===== config.mk =====
export PLATFORM = sky130hd
export DESIGN_NAME = serial_subtractor_32bit
export DESIGN_NICKNAME = d
export VERILOG_FILES = /design/src/rtl/serial_subtractor_32bit.sv
export SDC_FILE = /design/constraint.sdc
export NUM_CORES = 1
export LEC_CHECK = 0
export ABC_AREA = 1
export CAP_MARGIN = 0
export CORE_UTILIZATION = 47
export CTS_BUF_LIST = sky130_fd_sc_hd__clkbuf_8
export CTS_CLUSTER_DIAMETER = 100
export DETAILED_ROUTE_END_ITERATION = 12
export PLACE_DENSITY = 0.85
export SLEW_MARGIN = 20
export SYNTH_ARGS = -nofsm -noshare
export SYNTH_HDL_FRONTEND = slang
export SYNTH_SLANG_ARGS = --single-unit

===== constraint.sdc =====
create_clock -name clk -period 1.5 [get_ports clk]
set_clock_uncertainty 0.15 [all_clocks]
set_input_delay 0.15 -clock clk [delete_from_list [all_inputs] [get_ports clk]]
set_output_delay 0.15 -clock clk [all_outputs]
set_load 0.005 [all_outputs]

===== src/rtl/serial_subtractor_32bit.sv =====
// Digit-serial subtractor: diff = a - b - bin over WIDTH/DIGIT cycles, LSB digit first.
// Valid/ready handshake on both the operand and the result side; one operation in flight.
// Optional signed-overflow output is built when SERIAL_SUB_OVERFLOW_EN is defined,
// otherwise overflow is tied to 0.
module serial_subtractor_32bit #(
    parameter int unsigned WIDTH = 32,
    parameter int unsigned DIGIT = 4
) (
    input  logic             clk,
    input  logic             rst,
    input  logic             in_valid,
    output logic             in_ready,
    input  logic [WIDTH-1:0] a,
    input  logic [WIDTH-1:0] b,
    input  logic             bin,
    output logic             out_valid,
    input  logic             out_ready,
    output logic [WIDTH-1:0] diff,
    output logic             bout,
    output logic             overflow
);

    localparam int unsigned NumDigits = WIDTH / DIGIT;
    localparam int unsigned CntW      = (NumDigits > 1) ? $clog2(NumDigits) : 1;

    typedef enum logic [1:0] {StIdle, StRun, StDone} state_e;

    state_e            state_q;
    logic              in_ready_q;
    logic              out_valid_q;
    logic [WIDTH-1:0]  a_q;
    logic [WIDTH-1:0]  b_q;
    logic [WIDTH-1:0]  res_q;
    logic [WIDTH-1:0]  res_d;
    logic [CntW-1:0]   cnt_q;
    logic              borrow_q;
    logic              bout_q;

    logic [DIGIT:0]    step;
    logic [DIGIT-1:0]  dig_diff;
    logic              dig_bout;
    logic              last_digit;

    // One digit of ripple subtraction; the extra top bit of step is the borrow out.
    always_comb begin
        step       = {1'b0, a_q[DIGIT-1:0]} - {1'b0, b_q[DIGIT-1:0]}
                   - {{DIGIT{1'b0}}, borrow_q};
        dig_diff   = step[DIGIT-1:0];
        dig_bout   = step[DIGIT];
        last_digit = (cnt_q == CntW'(NumDigits - 1));
        // New digit enters at the MSB end so the LSB digit ends up at bit 0.
        res_d      = (res_q >> DIGIT) | (WIDTH'(dig_diff) << (WIDTH - DIGIT));
    end

`ifdef SERIAL_SUB_OVERFLOW_EN
    logic ovf_q;
    logic ovf_d;

    // Borrow into the MSB is recovered from the MSB sum bit: d = a ^ b ^ borrow_in.
    always_comb begin
        ovf_d = a_q[DIGIT-1] ^ b_q[DIGIT-1] ^ dig_diff[DIGIT-1] ^ dig_bout;
    end

    // Overflow flag captured with the final digit.
    always_ff @(posedge clk) begin
        if (rst) begin
            ovf_q <= 1'b0;
        end else if (state_q == StRun && last_digit) begin
            ovf_q <= ovf_d;
        end
    end

    assign overflow = ovf_q;
`else
    assign overflow = 1'b0;
`endif

    // Control FSM, operand/result shift registers and registered handshake outputs.
    always_ff @(posedge clk) begin
        if (rst) begin
            state_q     <= StIdle;
            in_ready_q  <= 1'b1;
            out_valid_q <= 1'b0;
            a_q         <= '0;
            b_q         <= '0;
            res_q       <= '0;
            cnt_q       <= '0;
            borrow_q    <= 1'b0;
            bout_q      <= 1'b0;
        end else begin
            case (state_q)
                StIdle: begin
                    if (in_valid && in_ready_q) begin
                        a_q        <= a;
                        b_q        <= b;
                        borrow_q   <= bin;
                        cnt_q      <= '0;
                        state_q    <= StRun;
                        in_ready_q <= 1'b0;
                    end
                end
                StRun: begin
                    a_q      <= a_q >> DIGIT;
                    b_q      <= b_q >> DIGIT;
                    res_q    <= res_d;
                    borrow_q <= dig_bout;
                    cnt_q    <= cnt_q + CntW'(1);
                    if (last_digit) begin
                        bout_q      <= dig_bout;
                        state_q     <= StDone;
                        out_valid_q <= 1'b1;
                    end
                end
                StDone: begin
                    if (out_ready) begin
                        state_q     <= StIdle;
                        out_valid_q <= 1'b0;
                        in_ready_q  <= 1'b1;
                    end
                end
                default: begin
                    state_q     <= StIdle;
                    out_valid_q <= 1'b0;
                    in_ready_q  <= 1'b1;
                end
            endcase
        end
    end

    assign in_ready  = in_ready_q;
    assign out_valid = out_valid_q;
    assign diff      = res_q;
    assign bout      = bout_q;

endmodule


==> impl_metrics.env <==
export IMPL_layout_drive_gt1_share=0.153
export IMPL_rsz0062_at_grt="true"
export IMPL_synth_area_sq_um=4790
export IMPL_post_route_min_period_ps=1720
export IMPL_drtIter0Drc=197
export IMPL_fin_ws_ps=-223
export IMPL_antenna_found_initial=0
export IMPL_ys_ff_latch=105
export IMPL_drt_total_wl_um=12100
export IMPL_avgSynthCellArea_sq_um=6.78
export IMPL_fin_crit_sh=1.15
export IMPL_end_kind="flip-flop"
export IMPL_clkTransAtPathRegs_ps=120
export IMPL_ys_seq_area_frac=0.439
export IMPL_ys_top_cells_by_area="dfxtp_1, nand2_1, nor2_1"
export IMPL_synth_top_area_share=0.439
export IMPL_yosysTopAreaCell="dfxtp_1"
export IMPL_grt_pass1_vias=4395
export IMPL_grt_util_all_layers=0.231
export IMPL_synthArstFlopShare=0
export IMPL_die_y_um=103
export IMPL_fmax_mhz=580
export IMPL_violations="setup timing"
export IMPL_leakagePower_nw=3.01
export IMPL_status="finished with violations"
export IMPL_syn_inst=707
export IMPL_first_pass_iters=4
export IMPL_ys_types=25
export IMPL_path_max_fanout=2
export IMPL_grt_pass1_wl_um=19400
export IMPL_critPathKind="reg2reg"
export IMPL_finalHoldViolCount=0
export IMPL_drc=0
export IMPL_nNetsFinal=880
export IMPL_layout_common_cells="nand2_1, nor2_1, o21ai_0, clkdlybuf4s50_1, dfxtp_1"
export IMPL_synth_edf_count=0
export IMPL_cts_htree_levels=3
export IMPL_io_pins=105
export IMPL_grt_max_degree=45
export IMPL_n_antenna_cell=0
export IMPL_clock_root_buffer="clkbuf_8"
export IMPL_die_area_sq_um=10600
export IMPL_portBuffers=103
export IMPL_cp_data_arrival_time_ps=1850
export IMPL_clk_latency_ps=380
export IMPL_finalPower_mw=6.75
export IMPL_final_common_cell="nand2_1"
export IMPL_setup_viol=5
export IMPL_cts_tree="done"
export IMPL_dp_hpwl_um=7730
export IMPL_slew_violations=0
export IMPL_hold_class="in2reg"
export IMPL_wire_per_inst_um=12.8
export IMPL_antenna_left=0
export IMPL_gp_congestion=0.776
export IMPL_pwr_density_cell_nw_per_um2=1060
export IMPL_gr_total_overflow=0
export IMPL_vias_per_cell=4.94
export IMPL_peakVddDrop_v=0.000489
export IMPL_multi_input_area_sq_um=2200
export IMPL_core_sq_um=9820
export IMPL_start_util=0.488
export IMPL_syn_to_final_growth_pct=32.7
export IMPL_synth_fp_nets=784
export IMPL_pre_cts_slack_ps=-213
export IMPL_yosys_warnings=0
export IMPL_synth_top_flop_cell="dfxtp_1"
export IMPL_start_kind="flip-flop"
export IMPL_rows=36
export IMPL_die_x_um=103
export IMPL_vias=4648
export IMPL_cts_buffers=9
export IMPL_ctsLongestPathBuffers=2
export IMPL_regArea_sq_um=2150
export IMPL_nFillCells=862
export IMPL_required_ps=1630
export IMPL_max_cap_violations=0
export IMPL_cts_sinks=105
-- area by class of cell --
| class | count | share of cell area |
|---|---|---|
| multi-input cells | 509 | 0.346 |
| well taps | 133 | 0.0262 |
| inverters | 23 | 0.0140 |
| clock inverters | 7 | 0.0100 |
| repair buffers | 155 | 0.247 |
| clock buffers | 9 | 0.0195 |
| flip-flops and latches | 105 | 0.338 |
-- power by group --
group          switching, mW  internal [mW]
sequential             0.159           3.11
combinational          0.919          0.866
clock                   1.06          0.639
total                   2.13           4.61
-- routing by layer --
metal | global-route usage | part of all wire | up-vias
li1 | - | - | 2359
met1 | 0.285 | 0.43 | 2128
met2 | 0.407 | 0.49 | 139
met3 | 0.0447 | 0.053 | 22
met4 | 0.0726 | 0.019 | 0
met5 | 0 | 0 | -
-- what timing repair did --
item                       4_1_cts  5_1_grt
pin swaps                        1        2
gates cloned                     0        3
buffers inserted                24        7
gates resized for setup         79       17
hold buffers                     0        0
setup endpoints to repair       85       65
-- per-stage QoR --
step	hold slack, ps	util	instance area, sq um	TNS [ps]	instances
6_report	182	0.648	6360	-822	941
5_1_grt	193	0.648	6360	-1250	941
4_1_cts	174	0.628	6170	-793	932
3_5_place_dp	304	0.590	5790	-5580	893
3_3_place_gp	294	0.590	5790	-3420	893
2_1_floorplan	135	-	4800	-270	707
-- worst max-delay path, stage by stage, from the launching register on --
cell	delay, ps
dfxtp_2	350
inv_2	40
fa_2	370
ha_1	280
nand2_1	70
nand3b_1	90
nand2_1	80
nand2_1	40
o21ai_1	110
inv_1	40
-- cell families after synthesis --
family	share of synthesized area
other	0.000783
AND/OR/NAND/NOR	0.310
AO/OA/AOI/OAI	0.118
flip-flops	0.439
buffers and inverters	0.109
adder cells (fa/ha/maj)	0.0240
-- cells in the mapped netlist (2+ instances only) --
master and number:
a21oi_1 15, ha_1 6, o21ai_0 75, fa_1 2, buf_2 17, o21ai_1 20
buf_4 38, nand2_2 2, clkbuf_1 13, nand3_1 4, dfxtp_1 105, nand2_1 199
nor2_1 178, nand3b_1 2, inv_1 20, inv_2 2
-- flip-flops by register name, indices dropped and copies added, names as in the netlist --
signal and cells:
diff 32, cnt_q 3, out_valid 1, in_ready 1
bout 1, a_q 32, borrow_q 1, state_q 2
b_q 32
-- final timing paths --
path | from | end | slack [ps] | cells after the start
worst min register to register | b_q[30]$_SDFFE_PP0P_ | b_q[30]$_SDFFE_PP0P_ | 320 | 2
worst min-delay path | a[30] | a_q[30]$_SDFFE_PP0P_ | 180 | 3
worst max-delay path | borrow_q$_SDFFE_PP0P_ | diff[31]$_SDFFE_PP0P_ | -220 | 9
worst max register to register | borrow_q$_SDFFE_PP0P_ | diff[31]$_SDFFE_PP0P_ | -220 | 9
No activity file was read; power rests on OpenSTA's default activity.
==> RTL edit 1 (config.mk and constraints unchanged) <==
The option `SERIAL_SUB_OVERFLOW_EN` is turned on by a define.
--- a/src/rtl/serial_subtractor_32bit.sv
+++ b/src/rtl/serial_subtractor_32bit.sv
@@ -2,6 +2,8 @@
 // Valid/ready handshake on both the operand and the result side; one operation in flight.
 // Optional signed-overflow output is built when SERIAL_SUB_OVERFLOW_EN is defined,
 // otherwise overflow is tied to 0.
+`define SERIAL_SUB_OVERFLOW_EN
+
 module serial_subtractor_32bit #(
     parameter int unsigned WIDTH = 32,
     parameter int unsigned DIGIT = 4
Behaviour: not the same (a bounded check fails within 10 cycles, from zero or initial values and one cycle with rst high).
==> RTL edit 1 against the unedited design <==
  * The run still ends with setup timing left
  * Worst setup slack worse by 0.28 ns
  * Worst hold slack worse by 0.0086 ns
  * Final area down 2.2%
  * First-iteration DRC count down 4.1%
  * Area after synthesis down 6.4%
  * Wire length up 0.67%
  * Sequential cell count up 1
  * Global-route usage down 0.099 points
  * Total power up 8.9%
  * Critical path type unchanged
  * Highest routed layer unchanged
==> RTL edit 1: results (changes against the unedited design) <==
status=complete, but fails checks; failing checks=setup timing; slowest stage delay, CP=0.39 ns (+0.02 ns); Distinct cells, synth=21 (-16%); placed cells=774 (-13%); compound-gate portion of the synthesized area=0.204 (+0.0861); first-pass GRT wire length=18.2 mm (-5.9%); post-detail-place hpwl=7.52 mm (-2.6%); Wirelength per Cell=14.9 um (+16%); CP Data Arrival Time=2.13 ns (+0.28 ns); layout net count=757 (-14%); Post-Layout Cell Count=814 (-13%); Mean Syn Cell Area=7.72 um^2 (+14%); setup ws final=-0.507 ns (-0.284 ns); XOR/XNOR Fraction of Synth Area=0.00195 (+0.00195); Worst IR Drop VDD=0.000578 V (+18%); synthesized net count=658 (-16%); GRT Total Usage=0.230 (-0.000990); PortBufs=104 (+0.97%); share of layout cells above drive strength 1=0.182 (+0.0290); Adder-Cell Fraction of Synth Area=0.0257 (+0.00163); largest net degree at the start of global routing=37 (-18%); # setup viols final=8 (+3); Vias=4331 (-6.8%); area of placed instances=0.00560 mm^2 (-3.3%)
## RTL edit 1: cell count changes in the layout (fill, tap and decap cells not counted), moves of 26 or more
cell,change
a31oi_1,+55
o21ai_0,-39
nor2_1,-176
inv_1,+33
o22ai_1,+26
nand2_1,-48
## RTL edit 1: per-layer routing
layer  global-route usage  up-vias  part of all wire
met5                    0        -                 0
met4                0.112        0             0.030
met3               0.0492       34             0.061
met2                0.403      177              0.50
met1                0.267     2010              0.41
li1                     -     2110                 -
## RTL edit 1: worst paths after layout
kind	from	to	slack, ns	cells past startpoint
max	borrow_q$_SDFFE_PP0P_	overflow$_SDFFE_PP0P_	-0.51	11
min	b[28]	b_q[28]$_SDFFE_PP0P_	0.17	3
max reg2reg	borrow_q$_SDFFE_PP0P_	overflow$_SDFFE_PP0P_	-0.51	11
min reg2reg	diff[1]$_SDFFE_PP0P_	diff[1]$_SDFFE_PP0P_	0.30	2
## RTL edit 1: area by class of cell
cell class              instances  area (um^2)
multi-input cells             354         1870
repair buffers                152         1600
fillers                       715         3020
flip-flops and latches        106         2170
inverters                      57          221
well taps                     129          161
clock buffers                   9          124
clock inverters                 7         77.6
## RTL edit 1: timing repair
action | CTS | global route
cloned | 1 | 7
pin swaps | 8 | 7
setup buffers | 7 | 11
gates resized for setup | 86 | 33
setup endpoints to repair | 45 | 39
## RTL edit 1: power breakdown
part           switching [mW]  internal [mW]  total, mW
Combinational            1.16           1.10       2.27
Clock                    1.01          0.787       1.80
Sequential              0.164           3.11       3.28
## RTL edit 1: worst reg2reg max path, stage by stage, from the launching register on
cell and delay (ns):
dfxtp_2 0.34, inv_2 0.04, fa_2 0.39, ha_4 0.24
nand2_4 0.08, nand4_1 0.16, nand3_1 0.14, nand2_1 0.09
nand2_1 0.07, nand3_1 0.08, nand2_1 0.07, inv_1 0.05
==> RTL edit 2 (same settings) <==
Without the edit above. Re-encode `state_e` (3 states) as one-hot, 3 bits wide.
--- a/src/rtl/serial_subtractor_32bit.sv
+++ b/src/rtl/serial_subtractor_32bit.sv
@@ -23,7 +23,7 @@
     localparam int unsigned NumDigits = WIDTH / DIGIT;
     localparam int unsigned CntW      = (NumDigits > 1) ? $clog2(NumDigits) : 1;
 
-    typedef enum logic [1:0] {StIdle, StRun, StDone} state_e;
+    typedef enum logic [2:0] {StIdle = 3'b001, StRun = 3'b010, StDone = 3'b100} state_e;
 
     state_e            state_q;
     logic              in_ready_q;
Function: no difference found for any inputs over 10 cycles, from zero or initial values and one cycle with rst high; not proved beyond that.
==> RTL edit 2 against the unedited design <==
  * The flow still finishes with violations (setup timing)
  * Critical path type unchanged
  * Critical path depth increased by 2
  * Fmax decreased by 30%
  * Area after synthesis grew 3.2%
  * Final area rose by 5.3%
  * Global-route usage shrank 1.5 points
  * Largest power group unchanged
  * Total power rose by 12%
  * Wire length increased by 1.2%
  * Worst setup slack got worse by 0.72 ns
  * Sequential cell count increased by 1
==> RTL edit 2: results (changes against the unedited design) <==
GRT Total Usage=0.217 (-0.0146); failing checks=setup timing; PortBufs=103 (unchanged); synthesized area=0.00494 mm^2 (+3.2%); Commonest cells post-synth=232 x nand2_1, 117 x nor2_1, 106 x dfxtp_1; GRT met3 Usage=0.0462 (+0.00142); synthesized net count=796 (+1.5%); Hold Crit Class=in2reg; Pint=5.16 mW (+12%); standby leakage power=3.13 nW (+3.8%); CP Data Arrival Time=2.57 ns (+0.72 ns); Clock Tree Buf Depth=2 (unchanged); root buffer cell=clkbuf_8; first-pass GRT wire length=19.5 mm (+0.79%); met2 Use GR=0.384 (-0.0235); setup ws final=-0.947 ns (-0.724 ns); final WL=12.2 mm (+1.2%); post-detail-place hpwl=7.24 mm (-6.4%); clock latency at the later pin of the worst-skew pair=0.38 ns (about the same); DRT Pass-1 Iters=4 (unchanged); met1 wire length=5.34 mm (+2.0%); CP top delay family=adder cells; CTS H-tree depth=3 (unchanged); Vias/cell=4.92 (-0.39%); Synth area leaders=dfxtp_1 43%, nand2_1 18%, nor2_1 8.9%; critical path launch point=a_q[0]$_SDFFE_PP0P_; Routability Congestion=0.773 (-0.37%); routed wl met3=479 um (-26%); Distinct cells, synth=25 (unchanged); Worst-path clk slew=0.10 ns (-0.02 ns); Slowest-stage cell, CP=fa_1; post-synthesis async set-or-reset flop share=0 (unchanged); GRT busiest layer=met2; DR top layer=met4; hold_buf cts=0 (unchanged); number of global-route vias before repair=4426 (+0.71%); Filler cells=857 (-0.58%); starting DRC count in detailed routing=243 (+23%); Hold Path Origin=a[28]; slowest stage delay, CP=0.55 ns (+0.18 ns); n_diodes=0 (unchanged); largest net degree at the start of global routing=54 (+20%); synth warn=0 (unchanged); share of layout cells above drive strength 1=0.184 (+0.0301); Worst IR Drop VDD=0.000537 V (+9.9%); TNS Setup=-4.05 ns (-3.23 ns); CP max FO=2 (unchanged); status=complete, but fails checks; M1 GR Usage=0.261 (-0.0242); Seq/Total Area, Yosys=0.429 (-0.00949); number of CTS-inserted buffers=9 (unchanged); layout net count=902 (+2.5%); # setup viols final=11 (+6); length of routed met2 wiring=6.23 mm (+4.5%)
==> RTL edit 2: cell count changes after synthesis, moves of 11 or more <==
cell / unedited run / this run
inv_1: 20 / 31
nor2_1: 178 / 117
a21oi_1: 15 / 37
nand2_1: 199 / 232
o21ai_0: 75 / 44
==> RTL edit 2: what timing repair did <==
item	in CTS	in global routing
gates resized for setup	84	27
pin swaps	9	8
setup endpoints to repair	95	70
cloned	1	7
buffers inserted	28	4
==> RTL edit 2: logic make-up (layout without fill, tap and decap cells) <==
family,Yosys count,in the layout,share of synthesized area
flops,106,106,0.429
fa+ha+maj,10,10,0.0283
xor+xnor,1,1,0.00177
buf+inv,110,221,0.124
compound gates,122,122,0.131
simple gates,367,367,0.285
other cells,1,1,0.000758
==> RTL edit 2: worst register-to-register path: cells and delay by family, from the launching register on <==
| kind | cells | cell delay (ns) |
|---|---|---|
| DFF | 1 | 0.35 |
| AOI/OAI and AO/OA | 1 | 0.14 |
| and+or+nand+nor | 5 | 0.53 |
| buffers and inverters | 2 | 0.12 |
| adders and majority gates | 3 | 1.06 |
==> RTL edit 2: cell type report <==
| cell class | instances | area, um^2 | area share |
|---|---|---|---|
| clock buffers | 9 | 124 | 0.0185 |
| repair buffers | 168 | 1720 | 0.256 |
| flip-flops and latches | 106 | 2170 | 0.324 |
| multi-input cells | 501 | 2260 | 0.337 |
| clock inverters | 7 | 103 | 0.0153 |
| well taps | 136 | 170 | 0.0254 |
| inverters | 37 | 154 | 0.0230 |
==> RTL edit 2: path summary, 6_finish.rpt <==
check             slack [ns]                     end  cells past startpoint
hold reg to reg         0.30  out_valid$_SDFFE_PP0P_                      2
setup / recovery       -0.95   borrow_q$_SDFFE_PP0P_                     11
setup reg to reg       -0.95   borrow_q$_SDFFE_PP0P_                     11
hold / removal          0.25    a_q[28]$_SDFFE_PP0P_                      3
==> RTL edit 2: power by group through the flow <==
stage / Clock (mW) / Sequential, mW / Combinational [mW]
after global routing: 2.14 / 3.46 / 2.43
after global placement: 0 / 3.44 / 1.80
final: 1.98 / 3.41 / 2.17
after CTS: 2.01 / 3.40 / 1.99
after floorplan: 0 / 3.41 / 1.31
after detailed placement: 0 / 3.46 / 1.85
==> RTL edit 2: metrics by stage <==
| step | setup WS [ns] | power [mW] | area, um^2 | utilization | cells |
|---|---|---|---|---|---|
| after floorplan | -0.845 | 4.72 | 4950 | - | 717 |
| after global placement | -0.909 | 5.24 | 5940 | 0.578 | 908 |
| after detailed placement | -0.962 | 5.30 | 5940 | 0.578 | 908 |
| after CTS | -0.979 | 7.40 | 6430 | 0.626 | 953 |
| after global routing | -1.09 | 8.03 | 6700 | 0.652 | 964 |
| final | -0.947 | 7.56 | 6700 | 0.652 | 964 |
